## src/rtl/data_demultiplexer_pkg.sv

```systemverilog
// Shared stream-fabric definitions: demux/arbiter state encoding and select-width helper.
package data_demultiplexer_pkg;

  typedef enum logic {
    IDLE  = 1'b0,
    ROUTE = 1'b1
  } demux_state_e;

  // Always at least one bit, so a degenerate stream count still yields a legal vector.
  function automatic int sel_width(input int n);
    return (n > 1) ? $clog2(n) : 1;
  endfunction

endpackage

```

## src/rtl/data_demultiplexer_packet_counter.sv

```systemverilog
// Free-running event counter that wraps modulo 2^WIDTH; exists only when
// DATA_DEMULTIPLEXER_STATS_EN is defined.
`ifdef DATA_DEMULTIPLEXER_STATS_EN
module packet_counter #(
  parameter int WIDTH = 32
) (
  input  logic             clk,
  input  logic             rst_n,
  input  logic             inc_i,
  output logic [WIDTH-1:0] count_o
);

  logic [WIDTH-1:0] count_q, count_d;

  always_comb begin
    count_d = count_q;
    if (inc_i) count_d = count_q + 1'b1;
  end

  always_ff @(posedge clk or negedge rst_n) begin
    if (!rst_n) count_q <= '0;
    else        count_q <= count_d;
  end

  assign count_o = count_q;

endmodule
`endif

```

## src/rtl/data_demultiplexer.sv

```systemverilog
// Packet-granular stream demultiplexer: one select index per packet steers all beats
// up to `last` to one output. Optional per-output statistics: DATA_DEMULTIPLEXER_STATS_EN.
module data_demultiplexer
  import data_demultiplexer_pkg::*;
#(
  parameter type data_t       = logic [7:0],
  parameter int  NUM_ELEMENTS = 1,
  parameter int  NUM_STREAMS  = 2,
  localparam int SEL_W        = sel_width(NUM_STREAMS)
) (
  input  logic                                      clk,
  input  logic                                      rst_n,
`ifdef DATA_DEMULTIPLEXER_STATS_EN
  output logic [NUM_STREAMS-1:0][31:0]              pkt_count_o,
  output logic [31:0]                               drop_count_o,
`endif
  input  logic                                      select_valid_i,
  input  logic [SEL_W-1:0]                          select_data_i,
  output logic                                      select_ready_o,
  input  logic                                      in_valid_i,
  input  data_t [NUM_ELEMENTS-1:0]                  in_data_i,
  input  logic  [NUM_ELEMENTS-1:0]                  in_keep_i,
  input  logic                                      in_last_i,
  output logic                                      in_ready_o,
  output logic  [NUM_STREAMS-1:0]                   out_valid_o,
  output data_t [NUM_STREAMS-1:0][NUM_ELEMENTS-1:0] out_data_o,
  output logic  [NUM_STREAMS-1:0][NUM_ELEMENTS-1:0] out_keep_o,
  output logic  [NUM_STREAMS-1:0]                   out_last_o,
  input  logic  [NUM_STREAMS-1:0]                   out_ready_i
);

  demux_state_e     state_q, state_d;
  logic [SEL_W-1:0] sel_q, sel_d;
  logic             drop_q, drop_d;

  always_ff @(posedge clk or negedge rst_n) begin
    if (!rst_n) begin
      state_q <= IDLE;
      sel_q   <= '0;
      drop_q  <= 1'b0;
    end else begin
      state_q <= state_d;
      sel_q   <= sel_d;
      drop_q  <= drop_d;
    end
  end

  // Handshakes are gated by rst_n so nothing is offered or accepted while reset is held.
  always_comb begin
    state_d        = state_q;
    sel_d          = sel_q;
    drop_d         = drop_q;
    select_ready_o = 1'b0;
    in_ready_o     = 1'b0;
    out_valid_o    = '0;
    out_data_o     = 'x;
    out_keep_o     = 'x;
    out_last_o     = 'x;
    unique case (state_q)
      IDLE: begin
        select_ready_o = rst_n;
        if (select_valid_i && rst_n) begin
          sel_d   = select_data_i;
          drop_d  = ({1'b0, select_data_i} >= (SEL_W + 1)'(NUM_STREAMS));
          state_d = ROUTE;
        end
      end
      ROUTE: begin
        if (drop_q) begin
          in_ready_o = rst_n;
        end else begin
          for (int i = 0; i < NUM_STREAMS; i++) begin
            if (sel_q == SEL_W'(i)) begin
              out_valid_o[i] = in_valid_i & rst_n;
              out_data_o[i]  = in_data_i;
              out_keep_o[i]  = in_keep_i;
              out_last_o[i]  = in_last_i;
              in_ready_o     = out_ready_i[i] & rst_n;
            end
          end
        end
        if (in_valid_i && in_ready_o && in_last_i) state_d = IDLE;
      end
      default: state_d = IDLE;
    endcase
  end

`ifdef DATA_DEMULTIPLEXER_STATS_EN
  logic pktDone;
  assign pktDone = (state_q == ROUTE) && in_valid_i && in_ready_o && in_last_i;

  for (genvar g = 0; g < NUM_STREAMS; g++) begin : gen_pkt_cnt
    packet_counter #(.WIDTH(32)) u_pkt_cnt (
      .clk     (clk),
      .rst_n   (rst_n),
      .inc_i   (pktDone && !drop_q && (sel_q == SEL_W'(g))),
      .count_o (pkt_count_o[g])
    );
  end

  packet_counter #(.WIDTH(32)) u_drop_cnt (
    .clk     (clk),
    .rst_n   (rst_n),
    .inc_i   (pktDone && drop_q),
    .count_o (drop_count_o)
  );
`endif

endmodule

```

## config.mk

```make
export PLATFORM = sky130hd
export DESIGN_NAME = data_demultiplexer
export DESIGN_NICKNAME = d
export VERILOG_FILES = /design/src/rtl/data_demultiplexer_pkg.sv /design/src/rtl/data_demultiplexer_packet_counter.sv /design/src/rtl/data_demultiplexer.sv
export SDC_FILE = /design/constraint.sdc
export NUM_CORES = 1
export LEC_CHECK = 0
export CAP_MARGIN = 20
export CELL_PAD_IN_SITES_DETAIL_PLACEMENT = 0
export CELL_PAD_IN_SITES_GLOBAL_PLACEMENT = 1
export CORE_AREA = 2 2 39 41
export CTS_CLUSTER_DIAMETER = 60
export DETAILED_ROUTE_END_ITERATION = 16
export DIE_AREA = 0 0 41 43
export DONT_BUFFER_PORTS = 1
export PLACE_DENSITY = 0.59
export SLEW_MARGIN = 20
export SYNTH_ARGS = -nofsm -noshare
export SYNTH_HDL_FRONTEND = slang
export SYNTH_SLANG_ARGS = --single-unit
export TNS_END_PERCENT = 20
```

## constraint.sdc

```tcl
create_clock -name clk -period 1.44 [get_ports clk]
set_input_delay 0.36 -clock clk [delete_from_list [all_inputs] [get_ports clk]]
set_output_delay 0.36 -clock clk [all_outputs]
set_load 0.05 [all_outputs]
```

==> impl_metrics.json, run 1 <==
{
  "die_area_mm2": 0.00176,
  "p_leak_nw": 0.109,
  "nets": 41,
  "relSlewSlack_pct": 88.8,
  "vias": 140,
  "hold_viol": 2,
  "syn_to_final_growth_pct": -15.8,
  "routabilityCongestion": 0.669,
  "critPathArrivalTime_ns": 1.24,
  "hold_path_class": "input port to asynchronous set/reset pin",
  "power.total_uw": 421,
  "fin_crit_sh_pct": 111,
  "worst_slew_pin_slew_ns": 0.168,
  "synth_flop_cell": "dfrtp_1",
  "grt_use_total_pct": 5.62,
  "synth_top_area_cell": "buf_4",
  "grt_max_degree": 9,
  "path_max_fanout": 2,
  "antenna_found_initial": 0,
  "crit_type": "flip-flop to output pin",
  "cp-end-kind": "output pin",
  "fp.dieH_um": 43,
  "synth-seq-area-share_pct": 17.5,
  "synth.area.top_cells": "buf_4 53%, dfrtp_1 18%, mux2_4 11%, a21oi_1 3.5%, and4_1 3.1%",
  "cts-buffers-inserted": 3,
  "post_drt_wl_per_cell_um": 11.7,
  "yosys-top-cells-count": "20 x buf_4, 2 x a21oi_1, 2 x dfrtp_1, 2 x mux2_4, 2 x nor2_1",
  "cts.sink_count": 2,
  "grt_pass1_vias": 167,
  "htreeDepth": 1,
  "synth_top_area_share_pct": 52.6,
  "drc": 0,
  "yosysMostFrequentCell": "buf_4",
  "drt-total-wl_um": 445,
  "synth.distinct_cells": 11,
  "startpoint_type": "flip-flop",
  "failed_checks": "hold timing, setup timing",
  "drt_pre_antenna_iters": 1,
  "cts_tree": "built",
  "setup_slack_ns": -0.159,
  "clock_latency_ns": 0.22,
  "synth_area_um2": 285,
  "grt_pass1_wl_um": 634,
  "io_pins": 41,
  "timing.hold.ws_ns": -0.164,
  "cts.reportedPaths.clkPinSlew_ns": 0.03,
  "drv_cap": 0,
  "cts_max_path_buffers": 2,
  "finalSetupViolCount": 1,
  "vias_per_cell": 3.68,
  "overflow": 0,
  "core_area_mm2": 0.00138,
  "syn_avg_cell_area_um2": 8.39,
  "io_buffers": 0,
  "required_ns": 1.08,
  "final_antenna_net_count": 0,
  "ir_drop_uv": 372,
  "status": "finished with violations",
  "drive_gt1_share_pct": 50.0,
  "finalClockSkew_ns": 0.00197,
  "fin_area_um2": 240,
  "powerDensity_mw_per_mm2": 1750,
  "rsz0062_at_grt": "yes",
  "drv_slew": 0,
  "fin_crit_ns": 1.60,
  "ys_seq_elements": 2,
  "fmax_ghz": 0.626,
  "synth_async_sr_flop_share_pct": 100,
  "finish.utilization_pct": 17.4,
  "postPlaceCellArea_um2": 205,
  "synth_cells": 34,
  "rows": 14,
  "post-cts-setup-buffers": 0,
  "initial_core_util_pct": 20.6,
  "syn-num-nets": 51,
  "antenna_cells": 0,
  "cts_root_buf": "clkbuf_4",
  "r2r_cells": 2,
  "drt_iter0_markers": 0,
  "yosys_warnings": 0,
  "dieWidth_um": 41,
  "synth_edf_count": 0
}
==> layout make-up <==
class / instances / area (µm²)
Fill cell: 153 / 1140
Multi-Input combinational cell: 11 / 86.3
Timing Repair Buffer: 5 / 57.6
Sequential cell: 2 / 50.0
Clock buffer: 3 / 22.5
Tap cell: 16 / 20.0
Inverter: 1 / 3.75
==> path summary, 6_finish.rpt <==
check                      slack, ns         end           from
max in group asynchronous       1.54       sel_q          rst_n
min in group clk                0.29       sel_q  select_data_i
max reg2reg                     0.41       sel_q        state_q
max                            -0.16  in_ready_o          sel_q
min                            -0.16     state_q          rst_n
min reg2reg                     0.62     state_q        state_q
==> worst max-delay path, stage by stage (launching register included) <==
cell and delay [ns]:
dfrtp_1 0.39, mux2_4 0.31, and3_4 0.18, buf_12 0.14
==> power by group <==
part	leakage [nW]	switching [mW]	total [mW]	internal [mW]
combinational	0.0731	0.0972	0.203	0.106
sequential	0.0217	0.0199	0.0960	0.0761
clock	0.0138	0.0299	0.122	0.0918
==> cells by family (layout without fill, tap and decap cells) <==
kind of cell | count (synthesis) | in the layout | share of synthesized area (%)
buffers and inverters | 21 | 9 | 53.9
AO/OA/AOI/OAI | 2 | 2 | 3.51
AND/OR/NAND/NOR | 7 | 7 | 14.5
flip-flops | 2 | 2 | 17.5
multiplexers | 2 | 2 | 10.5
==> metrics by stage <==
stage / setup WS (ns) / TNS [ns] / cells / hold slack, ns
CTS: -0.171 / -0.183 / 38 / -0.173
floorplan: -0.0387 / -0.0974 / 34 / 0.0644
finish: -0.159 / -0.159 / 38 / -0.164
detailed placement: 0.0214 / 0 / 35 / 0.0646
global placement: 0.0340 / 0 / 35 / 0.0646
global route: -0.178 / -0.240 / 38 / -0.171
==> what timing repair did <==
action | 4_1_cts | 5_1_grt
cloned | 0 | 0
resized for setup | 3 | 0
hold endpoints to repair | 2 | 2
setup endpoints to repair | 3 | 3
pin swaps | 1 | 0
==> routing by layer <==
metal	wire length (µm)	GRT usage, %	vias to the layer above	share of wire [%]
met4	0	6.67	0	0
li1	-	-	69	-
met2	222	6.56	8	50
met3	49	2.09	0	11
met5	0	0	-	0
met1	173	6.75	63	39
==> flip-flops by register name, indices dropped and copies added (netlist names) <==
| signal | count |
|---|---|
| sel_q | 1 |
| state_q | 1 |
==> placed cells by master, fill, tap and decap left out, drive strengths merged <==
master  n
a21oi   2
and3    1
and4    1
buf     5
clkbuf  3
dfrtp   2
inv     1
mux2    2
nand3   1
nand3b  1
nor2    2
nor2b   1
Power figures use the tool's default switching activity.
==> run 2: changes to the inputs <==
- PLACE_DENSITY: 0.59 -> 0.46
==> run 2 against run 1 <==
The flow still finishes with violations (hold timing, setup timing). Final area increased by 7.3%. Final cell count up 2.6%. Sequential power up 0.4%. Worst setup slack improved by 0.0028 ns. Total power rose by 9.5%. Sequential share of layout area decreased by 1.4 points. Hold slack got worse by 0.0088 ns. Largest power group unchanged.
==> impl_metrics.json, run 2 (synthesized netlist as in run 1, its figures left out) <==
{
  "vias": 155,
  "setup_slack_ns": -0.156,
  "power.total_uw": 461,
  "fmax_ghz": 0.627,
  "p_leak_nw": 0.113,
  "drv_cap": 0,
  "fillers": 150,
  "die_area_mm2": 0.00176,
  "io_pins": 41,
  "hold_path_class": "input port to asynchronous set/reset pin",
  "finalSetupViolCount": 3,
  "failed_checks": "hold timing, setup timing",
  "post_drt_wl_per_cell_um": 12.9,
  "grt_max_degree": 9,
  "vias_per_cell": 3.97,
  "worst_slew_pin_slew_ns": 0.200,
  "antenna_cells": 0,
  "clock_latency_ns": 0.23,
  "crit_path_end": "in_ready_o",
  "fp.dieH_um": 43,
  "cts_max_path_buffers": 2,
  "nets": 42,
  "drt_pre_antenna_iters": 1,
  "syn_to_final_growth_pct": -9.65,
  "antenna_found_initial": 0,
  "cts.reportedPaths.clkPinSlew_ns": 0.03,
  "grt_pass1_vias": 142,
  "drc": 0,
  "finalClockSkew_ns": 0.00810,
  "status": "finished with violations",
  "relSlewSlack_pct": 86.7,
  "startpoint_type": "flip-flop",
  "place_ws_ns": 0.0307,
  "crit_start": "sel_q",
  "required_ns": 1.08,
  "hold_viol": 2,
  "drive_gt1_share_pct": 69.6,
  "core_area_mm2": 0.00138,
  "drv_slew": 0,
  "critPathArrivalTime_ns": 1.24,
  "initial_core_util_pct": 20.6,
  "grt_pass1_wl_um": 634,
  "final_antenna_net_count": 0,
  "rsz0062_at_grt": "yes",
  "powerDensity_mw_per_mm2": 1790,
  "cts_tree": "built",
  "fin_crit_sh_pct": 111,
  "postPlaceCellArea_um2": 205,
  "swShare_pct": 36.1,
  "p_switching_uw": 166,
  "ir_drop_uv": 541,
  "p_clk_share_pct": 27.5,
  "cts.sink_count": 2,
  "cts_root_buf": "clkbuf_4",
  "path_cells": "mux2_4 > and3_4 > buf_12",
  "r2r_cells": 2,
  "dieWidth_um": 41,
  "fin_area_um2": 258,
  "cpPeakStageDelay_ns": 0.38,
  "htreeDepth": 1,
  "reg2reg_to": "sel_q",
  "timing.hold.ws_ns": -0.173,
  "overflow": 0,
  "comb_power_share_pct": 51.6,
  "final_cell_mix": "3 x clkbuf_4, 3 x buf_4",
  "rows": 14,
  "grt_use_total_pct": 6.22,
  "finish.utilization_pct": 18.6,
  "cts-buffers-inserted": 3,
  "path_max_fanout": 2,
  "biggestRegsByFlops": "sel_q x1, state_q x1",
  "seq_power_share_pct": 20.9,
  "fin_crit_ns": 1.60,
  "crit_type": "flip-flop to output pin",
  "io_buffers": 0,
  "timing.rr.start": "state_q",
  "drt_iter0_markers": 0,
  "r2r_slack_ns": 0.37,
  "drt-total-wl_um": 504,
  "intPower_uw": 295,
  "cp-end-kind": "output pin",
  "routabilityCongestion": 0.684,
  "slowest_stage": "dfrtp_1"
}
[run 2: cell count changes in the layout (fill, tap and decap cells not counted)]
cell / before / now
nand3_2: 0 / 1
nor2_1: 2 / 0
inv_1: 1 / 0
nand3_1: 1 / 0
nor2_2: 0 / 2
buf_4: 2 / 3
inv_2: 0 / 1
[run 2: how the worst min path moves through the flow]
| stage | from | to | slack, ns | cells past startpoint |
|---|---|---|---|---|
| floorplan | rst_n | sel_q | 0.06 | 0 |
| detailed placement | rst_n | state_q | 0.06 | 0 |
| global placement | rst_n | state_q | 0.06 | 0 |
| global route | rst_n | state_q | -0.19 | 0 |
| finish | rst_n | state_q | -0.17 | 0 |
| CTS | rst_n | state_q | -0.18 | 0 |
[run 2: critical path, delay by kind of cell (launching register included)]
family / cells / cell delay (ns)
buf+inv: 1 / 0.14
flops: 1 / 0.38
mux: 1 / 0.31
simple gates: 1 / 0.18
[run 2: cell type report]
type | instances | area [µm²] | share of cell area [%]
multi-input cells | 11 | 96.3 | 37.4
repair buffers | 6 | 65.1 | 25.2
flip-flops and latches | 2 | 50.0 | 19.4
clock buffers | 3 | 22.5 | 8.74
well taps | 16 | 20.0 | 7.77
inverters | 1 | 3.75 | 1.46
[run 2: repair_timing]
| item | CTS | global route |
|---|---|---|
| setup endpoints to repair | 1 | 3 |
| resized for setup | 2 | 5 |
| pin swaps | 1 | 1 |
| endpoints found under the hold margin | 2 | 2 |
| setup buffers | 0 | 1 |
[run 2: per-layer routing]
layer  vias to the layer above  part of all wire [%]  wire (µm)  track usage, %
met2                        18                    33        165            5.00
li1                         70                     -          -               -
met3                         2                    23        118            12.0
met1                        65                    43        217            7.07
met4                         0                  0.79          4           0.667
met5                         -                     0          0               0
[run 2: power by group through the flow]
stage	Combinational [mW]	Sequential [mW]	Clock, mW
6_report	0.238	0.0964	0.127
3_5_place_dp	0.194	0.0956	0
5_1_grt	0.253	0.0975	0.140
4_1_cts	0.204	0.0952	0.133
2_1_floorplan	0.271	0.0954	0
3_3_place_gp	0.191	0.0944	0
[run 2: through the flow]
stage	hold slack, ns	cells	TNS (ns)
global route	-0.186	39	-0.388
CTS	-0.182	38	-0.170
detailed placement	0.0646	35	0
finish	-0.173	39	-0.243
global placement	0.0646	35	0
floorplan	0.0644	34	-0.0974
==> run 3: changes to the inputs <==
- TNS_END_PERCENT: 20 -> not set
==> run 3 against run 2 <==
The flow still finishes with violations (hold timing, setup timing). Maximum frequency shrank 0.36%. Combinational power grew 2%. Utilization grew 1.1 points. First-iteration DRC count grew 3. Wire length grew 6.3%. Hold slack gained 0.00068 ns. Sequential share of layout area shrank 0.61 points. Count of clock-buffer cells in the layout is the same. Final area grew 5.8%. Flip-flop and latch count is the same. Critical path type unchanged. Largest cell class unchanged. Highest routed layer unchanged.
==> impl_metrics.json, run 3 (synthesized netlist as in run 1, its figures left out) <==
{
  "rsz0062_at_grt": "yes",
  "fillers": 150,
  "r2r_slack_ns": 0.37,
  "htreeDepth": 1,
  "crit_start": "sel_q",
  "multiInputGateArea_um2": 114,
  "path_cells": "mux2_4 > and3_4 > buf_12",
  "cpPeakStageDelay_ns": 0.39,
  "drive_gt1_share_pct": 72.7,
  "cts_max_path_buffers": 2,
  "status": "finished with violations",
  "rows": 14,
  "final_common_cell": "clkbuf_4",
  "finalSetupViolCount": 1,
  "drt_pre_antenna_iters": 2,
  "cts-buffers-inserted": 3,
  "cp-end-kind": "output pin",
  "io_pins": 41,
  "fin_crit_sh_pct": 111,
  "initial_core_util_pct": 20.6,
  "post_drt_wl_per_cell_um": 14.1,
  "seqCellArea_um2": 51.3,
  "setup_slack_ns": -0.162,
  "cts_root_buf": "clkbuf_4",
  "drv_slew": 0,
  "cp.depth": 3,
  "path_buf_inv": 1,
  "vias_per_cell": 4.08,
  "timing.rr.start": "state_q",
  "grt_use_total_pct": 6.22,
  "fin_crit_ns": 1.60,
  "drc": 0,
  "timing.hold.ws_ns": -0.173,
  "die_area_mm2": 0.00176,
  "hold_viol": 2,
  "antenna_cells": 0,
  "p_leak_nw": 0.110,
  "drt_iter0_markers": 3,
  "ir_drop_uv": 475,
  "nets": 41,
  "cts_tree": "built",
  "powerDensity_mw_per_mm2": 1720,
  "drt-total-wl_um": 536,
  "syn_to_final_growth_pct": -4.39,
  "final_antenna_net_count": 0,
  "failed_checks": "hold timing, setup timing",
  "cts.reportedPaths.clkPinSlew_ns": 0.03,
  "reg2reg_to": "sel_q",
  "startpoint_type": "flip-flop",
  "biggestRegsByFlops": "sel_q x1, state_q x1",
  "fmax_ghz": 0.624,
  "relSlewSlack_pct": 91.1,
  "fp.dieH_um": 43,
  "io_buffers": 0,
  "worst_slew_pin_slew_ns": 0.134,
  "required_ns": 1.08,
  "hold_path_class": "input port to asynchronous set/reset pin",
  "cts.sink_count": 2,
  "grt_pass1_wl_um": 634,
  "finalClockSkew_ns": 0.00756,
  "grt_pass1_vias": 142,
  "routabilityCongestion": 0.684,
  "crit_path_end": "in_ready_o",
  "antenna_found_initial": 0,
  "power.total_uw": 468,
  "r2r_cells": 2,
  "path_max_fanout": 2,
  "final_cell_mix": "3 x clkbuf_4, 2 x nor2_4, 2 x mux2_4, 2 x a21oi_1, 2 x buf_4",
  "vias": 155,
  "core_area_mm2": 0.00138,
  "finish.utilization_pct": 19.7,
  "grt_max_degree": 9,
  "path_delay_family": "flip-flops",
  "slowest_stage": "dfrtp_1",
  "dieWidth_um": 41,
  "overflow": 0,
  "place_ws_ns": 0.0307,
  "crit_type": "flip-flop to output pin",
  "drv_cap": 0,
  "finalSetupTns_ns": -0.162,
  "clock_latency_ns": 0.23,
  "critPathArrivalTime_ns": 1.24
}
==> run 3: timing repair <==
action                     in CTS  in global routing
gates resized for setup         2                 10
setup endpoints to repair       1                  3
pin swaps                       1                  2
hold endpoints to repair        2                  2
setup buffers                   0                  1
==> run 3: routing by layer <==
layer  GRT usage, %  up-vias  routed length, µm
li1               -       67                  -
met1           7.07       68                217
met2           5.00       18                194
met3           12.0        2                120
met4          0.667        0                  4
met5              0        -                  0
==> run 3: cell type report <==
| class | instances | area share, % |
|---|---|---|
| Clock buffer | 3 | 8.26 |
| Inverter | 1 | 1.38 |
| Multi-Input combinational cell | 11 | 41.7 |
| Sequential cell | 2 | 18.8 |
| Tap cell | 16 | 7.34 |
| Timing Repair Buffer | 5 | 22.5 |
==> run 3: per-stage QoR <==
stage	instances	hold slack [ns]	cell area, µm²
floorplan	34	0.0644	285
detailed placement	35	0.0646	205
CTS	38	-0.182	236
finish	38	-0.173	273
global placement	35	0.0646	205
global route	38	-0.186	273
==> run 3: how the worst min path moves through the flow <==
stage / slack, ns / cells after the start / end
6_report: -0.17 / 0 / state_q
5_1_grt: -0.19 / 0 / state_q
4_1_cts: -0.18 / 0 / state_q
3_5_place_dp: 0.06 / 0 / state_q
3_3_place_gp: 0.06 / 0 / state_q
2_1_floorplan: 0.06 / 0 / sel_q
==> run 3: power by group <==
group          internal, mW  switching, mW  leakage, nW
Combinational         0.117          0.125       0.0752
Clock                0.0922         0.0342       0.0138
Sequential           0.0771         0.0226       0.0211
Total                 0.287          0.181        0.110
